**config.mk**
```make
export PLATFORM = sky130hd
export DESIGN_NAME = targ_spawn_seq_flat
export DESIGN_NICKNAME = d
export VERILOG_FILES = /design/src/rtl/targ_spawn_seq_pkg.sv /design/src/rtl/targ_spawn_seq_if.sv /design/src/rtl/targ_spawn_seq_match.sv /design/src/rtl/targ_spawn_seq.sv /design/src/flat_wrapper.sv
export SDC_FILE = /design/constraint.sdc
export NUM_CORES = 1
export LEC_CHECK = 0
export ABC_CLOCK_PERIOD_IN_PS = 13350
export CORE_MARGIN = 1
export CORE_UTILIZATION = 48
export CTS_CLUSTER_DIAMETER = 50
export DETAILED_ROUTE_END_ITERATION = 12
export PLACE_DENSITY_LB_ADDON = 0.2
export SYNTH_ARGS = -nofsm -noshare
export SYNTH_HDL_FRONTEND = slang
export SYNTH_SLANG_ARGS = --single-unit
```
**constraint.sdc**
```tcl
create_clock -name clk -period 13.35 [get_ports clk]
set_clock_uncertainty 0.05 [all_clocks]
set_input_delay 2.67 -clock clk [delete_from_list [all_inputs] [get_ports clk]]
set_output_delay 2.67 -clock clk [all_outputs]
set_load 0.1 [all_outputs]
```
**src/rtl/targ_spawn_seq_pkg.sv**
```systemverilog
// Shared types for the target-prediction consumer: address and predictor
// request/response/feedback records plus the spawn sequencer state encoding.
package targ_spawn_seq_pkg;

    localparam int addr_w            = 32;
    localparam int max_targ_pred_cnt = 4;
    localparam int targ_idx_w        = $clog2(max_targ_pred_cnt);
    localparam int targ_cnt_w        = $clog2(max_targ_pred_cnt + 1);

    typedef logic [addr_w-1:0]     addr_t;
    typedef logic [targ_idx_w-1:0] targ_idx_t;
    typedef logic [targ_cnt_w-1:0] targ_cnt_t;

    typedef struct packed {
        logic  valid;
        addr_t base_pc;
    } targ_pred_req_t;

    typedef struct packed {
        addr_t [max_targ_pred_cnt-1:0] pred_pc;
        targ_cnt_t                     pred_cnt;
    } targ_pred_rsp_t;

    typedef struct packed {
        logic  valid;
        addr_t base_pc;
        addr_t targ_pc;
    } targ_pred_fb_t;

    localparam targ_pred_req_t targ_pred_req_rst = '0;
    localparam targ_pred_fb_t  targ_pred_fb_rst  = '0;

    typedef enum logic [1:0] {
        IDLE,
        SPAWN,
        WAIT_RES
    } targ_spawn_state_t;

endpackage

```
**src/rtl/targ_spawn_seq_if.sv**
```systemverilog
// Jump-accept, spawn and resolution handshakes of the spawn sequencer.
interface targ_spawn_seq_if;
    import targ_spawn_seq_pkg::*;

    logic      jmp_valid;
    addr_t     jmp_base_pc;
    logic      jmp_ready;
    logic      spawn_valid;
    addr_t     spawn_pc;
    targ_idx_t spawn_idx;
    logic      spawn_ready;
    logic      res_valid;
    addr_t     res_targ_pc;
    logic      res_hit;
    targ_idx_t res_hit_idx;
    logic      res_done;

    modport master (
        output jmp_valid, jmp_base_pc, spawn_ready, res_valid, res_targ_pc,
        input  jmp_ready, spawn_valid, spawn_pc, spawn_idx, res_hit, res_hit_idx, res_done
    );

    modport slave (
        input  jmp_valid, jmp_base_pc, spawn_ready, res_valid, res_targ_pc,
        output jmp_ready, spawn_valid, spawn_pc, spawn_idx, res_hit, res_hit_idx, res_done
    );

endinterface

```
**src/rtl/targ_spawn_seq_match.sv**
```systemverilog
// Priority compare of the resolved target against the latched candidates;
// only the first cnt slots take part and the lowest matching slot wins.
module targ_spawn_seq_match
    import targ_spawn_seq_pkg::*;
#(
    parameter int max_paths = max_targ_pred_cnt
) (
    input  addr_t [max_paths-1:0] cand,
    input  targ_cnt_t             cnt,
    input  addr_t                 targ_pc,
    output logic                  hit,
    output targ_idx_t             hit_idx
);

    always_comb begin
        hit     = 1'b0;
        hit_idx = '0;
        // Scan high to low so the last assignment is the lowest match.
        for (int i = max_paths - 1; i >= 0; i--) begin
            if ((targ_cnt_t'(i) < cnt) && (cand[i] == targ_pc)) begin
                hit     = 1'b1;
                hit_idx = targ_idx_t'(i);
            end
        end
    end

endmodule

```
**src/rtl/targ_spawn_seq.sv**
```systemverilog
// Requests candidate targets for an indirect jump, spawns them one per
// handshake, then scores the resolved target and feeds it back to the predictor.
module targ_spawn_seq
    import targ_spawn_seq_pkg::*;
#(
    parameter int max_paths  = max_targ_pred_cnt,
    parameter int stat_width = 16
) (
    input  logic                  clk,
    input  logic                  rst,
    input  logic                  en,
    input  logic                  flush,
    targ_spawn_seq_if.slave       bus,
    output targ_pred_req_t        targ_pred_req,
    input  targ_pred_rsp_t        targ_pred_rsp,
    output targ_pred_fb_t         targ_pred_fb,
    output logic [stat_width-1:0] hit_cnt,
    output logic [stat_width-1:0] miss_cnt
);

    targ_spawn_state_t     state_q, state_d;
    addr_t [max_paths-1:0] cand_q;
    targ_cnt_t             cnt_q;
    targ_idx_t             idx_q;
    addr_t                 base_q;
    logic                  res_done_q;
    logic                  res_hit_q;
    targ_idx_t             res_hit_idx_q;
    targ_pred_fb_t         fb_q;
    logic [stat_width-1:0] hit_cnt_q, miss_cnt_q;

    logic      jmp_acc, spawn_acc, spawn_last, res_acc;
    logic      match_hit;
    targ_idx_t match_idx;
    targ_cnt_t rsp_cnt;

    function automatic targ_cnt_t clamp_cnt(input targ_cnt_t c);
        return (c > targ_cnt_t'(max_paths)) ? targ_cnt_t'(max_paths) : c;
    endfunction

    function automatic logic [stat_width-1:0] sat_inc(input logic [stat_width-1:0] v);
        return (&v) ? v : v + stat_width'(1);
    endfunction

    assign rsp_cnt = clamp_cnt(targ_pred_rsp.pred_cnt);

    // A jump is refused during the res_done cycle and while reset or flush is active.
    assign bus.jmp_ready   = en && !rst && !flush && (state_q == IDLE) && !res_done_q;
    assign jmp_acc         = bus.jmp_ready && bus.jmp_valid;
    assign bus.spawn_valid = en && (state_q == SPAWN);
    assign bus.spawn_pc    = cand_q[idx_q];
    assign bus.spawn_idx   = idx_q;
    assign spawn_acc       = bus.spawn_valid && bus.spawn_ready;
    assign spawn_last      = (targ_cnt_t'(idx_q) + targ_cnt_t'(1)) == cnt_q;
    assign res_acc         = en && !flush && bus.res_valid && (state_q != IDLE);

    assign bus.res_done    = en && res_done_q;
    assign bus.res_hit     = res_hit_q;
    assign bus.res_hit_idx = res_hit_idx_q;
    assign hit_cnt         = hit_cnt_q;
    assign miss_cnt        = miss_cnt_q;

    always_comb begin
        targ_pred_req = targ_pred_req_rst;
        if (jmp_acc) begin
            targ_pred_req.valid   = 1'b1;
            targ_pred_req.base_pc = bus.jmp_base_pc;
        end
    end

    always_comb begin
        targ_pred_fb       = fb_q;
        targ_pred_fb.valid = fb_q.valid && en;
    end

    targ_spawn_seq_match #(
        .max_paths (max_paths)
    ) u_targ_match (
        .cand    (cand_q),
        .cnt     (cnt_q),
        .targ_pc (bus.res_targ_pc),
        .hit     (match_hit),
        .hit_idx (match_idx)
    );

    always_comb begin
        state_d = state_q;
        if (flush) begin
            state_d = IDLE;
        end else begin
            unique case (state_q)
                IDLE: begin
                    if (jmp_acc) state_d = (rsp_cnt != '0) ? SPAWN : WAIT_RES;
                end
                SPAWN: begin
                    if (res_acc)                      state_d = IDLE;
                    else if (spawn_acc && spawn_last) state_d = WAIT_RES;
                end
                WAIT_RES: begin
                    if (res_acc) state_d = IDLE;
                end
                default: state_d = IDLE;
            endcase
        end
    end

    always_ff @(posedge clk or posedge rst) begin
        if (rst) begin
            state_q <= IDLE;
        end else if (en) begin
            state_q <= state_d;
        end
    end

    always_ff @(posedge clk or posedge rst) begin
        if (rst) begin
            cand_q        <= '0;
            cnt_q         <= '0;
            idx_q         <= '0;
            base_q        <= '0;
            res_done_q    <= 1'b0;
            res_hit_q     <= 1'b0;
            res_hit_idx_q <= '0;
            fb_q          <= targ_pred_fb_rst;
            hit_cnt_q     <= '0;
            miss_cnt_q    <= '0;
        end else begin
            // Resolution outputs are single-cycle pulses.
            res_done_q    <= res_acc;
            res_hit_q     <= res_acc && match_hit;
            res_hit_idx_q <= (res_acc && match_hit) ? match_idx : '0;
            fb_q          <= targ_pred_fb_rst;
            if (res_acc) begin
                fb_q <= '{valid: 1'b1, base_pc: base_q, targ_pc: bus.res_targ_pc};
                if (match_hit) hit_cnt_q  <= sat_inc(hit_cnt_q);
                else           miss_cnt_q <= sat_inc(miss_cnt_q);
            end
            if (jmp_acc) begin
                base_q <= bus.jmp_base_pc;
                cnt_q  <= rsp_cnt;
                idx_q  <= '0;
                for (int i = 0; i < max_paths; i++) cand_q[i] <= targ_pred_rsp.pred_pc[i];
            end else if (spawn_acc && !flush) begin
                idx_q <= idx_q + targ_idx_t'(1);
            end
        end
    end

endmodule
```
**src/flat_wrapper.sv**
```systemverilog
// flat-port wrapper written by rule: the top's interface ports become plain ports
module targ_spawn_seq_flat import targ_spawn_seq_pkg::*;
#(
    parameter int max_paths  = max_targ_pred_cnt,
    parameter int stat_width = 16
)
  (clk, rst, en, flush, targ_pred_req, targ_pred_rsp, targ_pred_fb, hit_cnt, miss_cnt, bus_jmp_valid, bus_jmp_base_pc, bus_spawn_ready, bus_res_valid, bus_res_targ_pc, bus_jmp_ready, bus_spawn_valid, bus_spawn_pc, bus_spawn_idx, bus_res_hit, bus_res_hit_idx, bus_res_done);
  targ_spawn_seq_if bus_i ();
  input  logic clk;
  input  logic rst;
  input  logic en;
  input  logic flush;
  output targ_pred_req_t targ_pred_req;
  input  targ_pred_rsp_t targ_pred_rsp;
  output targ_pred_fb_t targ_pred_fb;
  output logic [stat_width-1:0] hit_cnt;
  output logic [stat_width-1:0] miss_cnt;
  input wire logic [$bits(bus_i.jmp_valid)-1:0] bus_jmp_valid;
  input wire logic [$bits(bus_i.jmp_base_pc)-1:0] bus_jmp_base_pc;
  input wire logic [$bits(bus_i.spawn_ready)-1:0] bus_spawn_ready;
  input wire logic [$bits(bus_i.res_valid)-1:0] bus_res_valid;
  input wire logic [$bits(bus_i.res_targ_pc)-1:0] bus_res_targ_pc;
  output wire logic [$bits(bus_i.jmp_ready)-1:0] bus_jmp_ready;
  output wire logic [$bits(bus_i.spawn_valid)-1:0] bus_spawn_valid;
  output wire logic [$bits(bus_i.spawn_pc)-1:0] bus_spawn_pc;
  output wire logic [$bits(bus_i.spawn_idx)-1:0] bus_spawn_idx;
  output wire logic [$bits(bus_i.res_hit)-1:0] bus_res_hit;
  output wire logic [$bits(bus_i.res_hit_idx)-1:0] bus_res_hit_idx;
  output wire logic [$bits(bus_i.res_done)-1:0] bus_res_done;
  assign bus_i.jmp_valid = bus_jmp_valid;
  assign bus_i.jmp_base_pc = bus_jmp_base_pc;
  assign bus_i.spawn_ready = bus_spawn_ready;
  assign bus_i.res_valid = bus_res_valid;
  assign bus_i.res_targ_pc = bus_res_targ_pc;
  assign bus_jmp_ready = bus_i.jmp_ready;
  assign bus_spawn_valid = bus_i.spawn_valid;
  assign bus_spawn_pc = bus_i.spawn_pc;
  assign bus_spawn_idx = bus_i.spawn_idx;
  assign bus_res_hit = bus_i.res_hit;
  assign bus_res_hit_idx = bus_i.res_hit_idx;
  assign bus_res_done = bus_i.res_done;
  targ_spawn_seq #(.max_paths(max_paths), .stat_width(stat_width)) u_core (.clk(clk), .rst(rst), .en(en), .flush(flush), .bus(bus_i), .targ_pred_req(targ_pred_req), .targ_pred_rsp(targ_pred_rsp), .targ_pred_fb(targ_pred_fb), .hit_cnt(hit_cnt), .miss_cnt(miss_cnt));
endmodule
```
==> summary.md, run 1 <==
| Metric | Value |
|---|---|
| Outcome | finished clean |
| Final period util | between 70 and 80% |
| Filler instances | around 1900 |
| Synth Register Bits | roughly 270 |
| Hold-fix buffers, CTS | 0 |
| Synth Instances | between 1000 and 1500 |
| CP arrival | between 7 and 8 ns |
| CTS buffer count | 35 |
| Mux contribution to synthesized area | between 6 and 7% |
| Syn_nets | between 1000 and 1500 |
| Slew Limit Fails | 0 |
| Chip width | roughly 160 um |
| Hold Crit Depth | 1 |
| Post-synth ARST share | 100% |
| GRT Total Usage | between 20% and 30% |
| Detailed Route WL | 37300 um |
| Syn. warnings | 0 |
| Count of TritonRoute iterations in the first routing pass | 4 |
| Final Hold Vio Count | 0 |
| I/O Pins | approximately 370 |
| Worst Path Buf+Inv | 3 |
| CTS sink count | around 270 |
| P_leak | approximately 8.4 nW |
| Vias | about 10000 |
| CP dominant cell by count | clkdlybuf4s50_1 |
| Register area share after synthesis | a little over half |
| Synth top area share | approximately 54% |
| Clock Latency Late Sink | ~0.5 ns |
| Clk buf depth | 3 |
| H-tree depth | 2 |
| Post-Synth Adder-Cell Area | less than 1% |
| Peak VDD IR | ~0.24 mV |
| Commonest non-fill, non-tap cell in the layout | nand2_1 |
| CP top delay family | buffers and inverters |
| Share of layout cells above drive strength 1 | approximately 7.6% |
| Largest cells by area after synthesis | dfrtp_1, nand2_1, xor2_1 |
| Worst R2R Setup Slack | just under 9 ns |
| Port bufs | around 370 |
| Area growth syn-to-layout | 40.5% |
| Post-Synth XOR/XNOR Area | 11.3% |
| Pwr per Cell Area | between 200 and 250 mW/mm^2 |
| Main flop type after synthesis | dfrtp_1 |
| # setup viols final | 0 |
| ANT nets after route | 0 |
| Reg2reg path depth | 7 |
| Max Cap Viol | 0 |
| Setup_tns | 0 ns |
| Hold crit path type | register to register |
| Mapped Area | ~0.012 sq mm |
| CP peak stage delay | ~1.3 ns |
| Die area | about 0.027 sq mm |
| Vias in the first global route | 9972 |
| Via density | between 5 and 6 |
| Initial Util | approximately half |
| Simple-Gate Fraction of Synth Area | between 20% and 30% |
| GP Congestion | around 0.88 |
| Post-DP HPWL | between 20000 and 30000 um |
| GRT overflow | 0 |
| Post-Syn Area per Cell | 10.2 sq um |
| Unrepaired setup endpoints after global routing | false |
| Post-layout util | 69.3% |
| Reg2reg end | u_core.cand_q[27] |
| Worst path required time | about 11 ns |
| Clk pin slew, worst setup/hold paths | 0.05 ns |
| Synth Area in Compound Gates | between 2 and 2.5% |
| Root buffer cell | clkbuf_16 |
| Global-route wire length before repair | between 50000 and 60000 um |
| Layout Nets | approximately 1800 |
| Die Y-Extent | around 160 um |
| WL per Instance | 19.6 um |
| Worst setup SP type | primary input |
| Initial antenna violation count | 5 |
| Post-synthesis cell type count | 39 |
| Hold Path End | u_core.base_q[24] |
| Reg2Reg Launch Point | u_core.state_q[1] |
| Slew HR | between 20 and 25% |
| FP Rows | 58 |
| Largest net degree at the start of global routing | 133 |
| CP Class | primary input to output port |
| F_max | 0.0988 GHz |
| CP max-delay cell | clkdlybuf4s50_1 |
| Drt drc | 0 |
| TritonCTS clock tree | built |
| EDFF count, synth | 0 |
| Post-synth top area cell | dfrtp_1 |
| Main combinational cell family by area after synthesis | simple AND/OR/NAND/NOR gates |
| Final min period | roughly 10 ns |
| Beginning of the worst hold path | u_core.base_q[24] |
| Worst-Margin Slew | about 1.2 ns |
| DRT iter0 DRCs | approximately 700 |
| Crit end category | output port |
| Most frequent cells in the layout | nand2_1, clkdlybuf4s50_1, dfrtp_1 |
| Crit-path max FO | 89 |
| Post-CTS setup buffer count | 0 |
| Post-CTS Resized | 0 |
| CP Cell Sequence | clkdlybuf4s50_1 > nor2_1 > and4b_1 > nand2_4 > inv_4 > clkdlybuf4s50_1 |
| Core area | ~0.025 sq mm |
==> cell type report <==
type | instances | area, sq um | share of cell area (%)
Inverter | 5 | 28.8 | 0.164
Tap cell | 330 | 413 | 2.35
Sequential cell | 267 | 6680 | 38.1
Antenna cell | 5 | 12.5 | 0.0713
Timing Repair Buffer | 379 | 3770 | 21.5
Clock buffer | 47 | 1040 | 5.95
Multi-Input combinational cell | 858 | 5370 | 30.6
Clock inverter | 15 | 218 | 1.24
==> metrics by stage <==
step / setup WS, ns / power, mW / area, sq um / std cells / hold slack, ns
after floorplan: 3.28 / 2.64 / 12500 / 1224 / 0.391
after global placement: 3.51 / 3.15 / 16300 / 1839 / 0.399
after detailed placement: 3.40 / 3.16 / 16300 / 1839 / 0.407
after CTS: 3.39 / 4.18 / 17500 / 1901 / 0.420
after global routing: 3.01 / 4.33 / 17500 / 1905 / 0.437
final: 3.23 / 4.16 / 17500 / 1906 / 0.416
==> Yosys cell counts (all sizes together) (5+ instances only) <==
cell,count
and2,66
mux4,32
buf,38
nor2,14
dfrtp,267
and3,44
nand3,20
nand4,21
nand2,408
xor2,98
a21o,34
inv,5
nor4,28
nor3,6
xnor2,63
clkbuf,56
==> sequential cells by signal, summed over array words and instances, names as in the netlist <==
name	flops
u_core.cand_q	128
u_core.targ_pred_fb	64
u_core.base_q	32
u_core.hit_cnt	16
u_core.miss_cnt	16
u_core.cnt_q	3
u_core.bus.res_hit_idx	2
u_core.bus.spawn_idx	2
u_core.state_q	2
u_core.bus.res_hit	1
u_core.fb_q	1
==> cells by family (layout without fill, tap and decap cells) <==
family,after synthesis,after routing
simple gates,619,619
flops,267,267
other cells,0,5
compound gates,38,38
xor+xnor,161,161
fa+ha+maj,3,3
buf+inv,99,446
mux,37,37
==> report_power, final <==
group	internal (mW)	switching (mW)
clock network	0.646	0.355
logic	0.582	1.24
registers	1.08	0.262
==> per-layer routing <==
layer  wire [um]  global-route usage, %
met4        1400                   11.8
met2       17600                   45.3
met5           0                      0
met3        2700                   6.83
met1       15600                   37.4
==> how the worst max path moves through the flow <==
stage / cells past startpoint / to / from / slack (ns)
after floorplan: 1 / u_core.base_q[0] / rst / 3.28
after global placement: 6 / targ_pred_req[32] / flush / 3.51
after detailed placement: 6 / targ_pred_req[32] / flush / 3.40
after CTS: 6 / targ_pred_req[32] / flush / 3.39
after global routing: 6 / targ_pred_req[32] / flush / 3.01
final: 6 / targ_pred_req[32] / flush / 3.23
Power figures use the tool's default switching activity.
==> inputs of run 2 (changes only) <==
--- a/config.mk
+++ b/config.mk
@@ -5,7 +5,7 @@
 export SDC_FILE = /design/constraint.sdc
 export NUM_CORES = 1
 export LEC_CHECK = 0
-export ABC_CLOCK_PERIOD_IN_PS = 13350
+export ABC_CLOCK_PERIOD_IN_PS = 9850
 export CORE_MARGIN = 1
 export CORE_UTILIZATION = 48
 export CTS_CLUSTER_DIAMETER = 50
==> constraint.sdc (replaced) <==
create_clock -name clk -period 9.85 [get_ports clk]
set_clock_uncertainty 0.05 [all_clocks]
set_input_delay 1.97 -clock clk [delete_from_list [all_inputs] [get_ports clk]]
set_output_delay 1.97 -clock clk [all_outputs]
set_load 0.1 [all_outputs]
==> run 2 against run 1 <==
Effect of this change: combinational power up 36%; sequential share of layout area increased by 0.29 points; non-clock buffer count is 1 lower; power is 32% higher; flip-flop and latch count unchanged; global-route usage grew 0.10 points; via count is 1.3% higher; register-to-register slack worse by 3.3 ns; critical endpoint unchanged; largest power group unchanged.
==> summary.md, run 2 (synthesis gave the netlist of run 1 again) <==
| Metric | Value |
|---|---|
| CP peak stage delay | 1.23 ns |
| CP Class | primary input to output port |
| Share of power burned in registers | between 30% and 40% |
| Final Hold Vio Count | 0 |
| Root buffer cell | clkbuf_16 |
| Clk pin slew, worst setup/hold paths | 0.05 ns |
| Crit end category | output port |
| Setup_tns | 0 ns |
| Initial Util | about 49% |
| Count of TritonRoute iterations in the first routing pass | 5 |
| Worst Path Buf+Inv | 3 |
| Vias | ~10000 |
| Hold slack | approximately 0.42 ns |
| Worst path required time | 7.83 ns |
| ANT nets after route | 0 |
| DRT iter0 DRCs | approximately 960 |
| Post-DP HPWL | approximately 27000 um |
| F_max | 0.120 GHz |
| Drt drc | 0 |
| Vias in the first global route | between 9000 and 10000 |
| Slew Limit Fails | 0 |
| Peak VDD IR | roughly 0.28 mV |
| Post-layout util | 68.7% |
| CP max-delay cell | clkdlybuf4s50_1 |
| Reg2reg path depth | 7 |
| Biggest register | u_core.cand_q |
| Global-route wire length before repair | 57100 um |
| # setup viols final | 0 |
| GRT Total Usage | between 20% and 30% |
| CTS sink count | ~270 |
| Post-CTS setup buffer count | 0 |
| CP arrival | approximately 6.3 ns |
| Clock power frac | 22.2% |
| Slew HR | between 20% and 30% |
| Crit-path max FO | 79 |
| Pwr per Cell Area | 317 mW/mm^2 |
| Psw | about 2.5 mW |
| P_leak | between 8 and 9 nW |
| Worst setup SP type | primary input |
| Chip width | between 150 and 200 um |
| Commonest non-fill, non-tap cell in the layout | nand2_1 |
| WL per Instance | about 20 um |
| Outcome | finished clean |
| Die area | 0.0267 sq mm |
| Hold Crit Depth | 1 |
| Unrepaired setup endpoints after global routing | false |
| Initial antenna violation count | 4 |
| CP Cell Sequence | clkdlybuf4s50_1 > nor2_1 > and4b_1 > nand2_4 > inv_4 > clkdlybuf4s50_1 |
| Worst-Margin Slew | roughly 1.1 ns |
| Via density | around 5.3 |
| Most frequent cells in the layout | nand2_1, clkdlybuf4s50_1, dfrtp_1 |
| Largest net degree at the start of global routing | around 140 |
| GP Congestion | just under 0.9 |
| Switching part of the total | 45.6% |
| Clk buf depth | 3 |
| CP top delay family | buffers and inverters |
| H-tree depth | 2 |
| Core area | approximately 0.025 sq mm |
| GRT overflow | 0 |
| Final min period | about 8.4 ns |
| Die Y-Extent | 163 um |
| Comb pwr share | about 45% |
| Max reg flops | approximately 130 |
| Port bufs | ~370 |
| Hold-fix buffers, CTS | 0 |
| CTS buffer count | 34 |
| Max Cap Viol | 0 |
| Detailed Route WL | approximately 38000 um |
| Clock Latency Late Sink | between 0.5 and 0.6 ns |
| Share of layout cells above drive strength 1 | under 10% |
| TritonCTS clock tree | built |
| FP Rows | 58 |
| CP Depth | 6 |
| Hold crit path type | register to register |
| CP dominant cell by count | clkdlybuf4s50_1 |
| Post-CTS Resized | 0 |
| Final period util | between 80% and 90% |
| Total power | ~5.5 mW |
| Layout Nets | between 1500 and 2000 |
| I/O Pins | approximately 370 |
| Pint | roughly 3 mW |
| Area growth syn-to-layout | 39.5% |
==> run 2: cell types whose count changed in the layout (fill, tap and decap cells not counted), sizes merged <==
cell,change
buf,-1
bufinv,-4
clkbuf,+1
clkinvlp,+3
diode,-1
inv,-2
==> run 2: layout make-up <==
class	count	area (sq um)
fill	1991	7920
sequential	267	6680
multi-input combinational	858	5370
timing repair buffer	378	3780
clock buffer	48	1020
tap	330	413
clock inverter	12	110
inverter	5	28.8
antenna	4	10.0
==> run 2: metal layers <==
metal | wire, um | part of all wire (%) | vias up | global-route usage [%]
li1 | - | - | 4621 | -
met1 | 15500 | 41 | 4982 | 38.3
met2 | 18200 | 49 | 376 | 46.3
met3 | 2950 | 7.9 | 57 | 6.32
met4 | 862 | 2.3 | 2 | 8.96
met5 | 9 | 0.024 | - | 0
==> run 2: through the flow <==
| step | setup slack, ns | std cells | cell area (sq um) |
|---|---|---|---|
| 2_1_floorplan | 0.476 | 1224 | 12500 |
| 3_3_place_gp | 1.61 | 1838 | 16300 |
| 3_5_place_dp | 1.56 | 1838 | 16300 |
| 4_1_cts | 1.55 | 1898 | 17400 |
| 5_1_grt | 1.17 | 1901 | 17400 |
| 6_report | 1.49 | 1902 | 17400 |
==> run 2: final timing paths <==
| path | start | end | slack [ns] |
|---|---|---|---|
| worst max register to register | u_core.state_q[1] | u_core.cand_q[26] | 5.53 |
| max in group asynchronous | rst | u_core.cand_q[84] | 6.53 |
| worst min register to register | u_core.base_q[8] | u_core.base_q[8] | 0.42 |
| min in group asynchronous | rst | u_core.bus.res_hit | 2.01 |
| worst min-delay path | u_core.base_q[8] | u_core.base_q[8] | 0.42 |
| worst max-delay path | flush | targ_pred_req[32] | 1.49 |
==> run 2: power by group through the flow <==
stage | clock [mW] | combinational (mW) | sequential, mW
2_1_floorplan | 0 | 1.70 | 1.87
3_3_place_gp | 0 | 2.45 | 1.81
3_5_place_dp | 0 | 2.47 | 1.82
4_1_cts | 1.24 | 2.48 | 1.81
5_1_grt | 1.29 | 2.60 | 1.86
6_report | 1.22 | 2.47 | 1.82
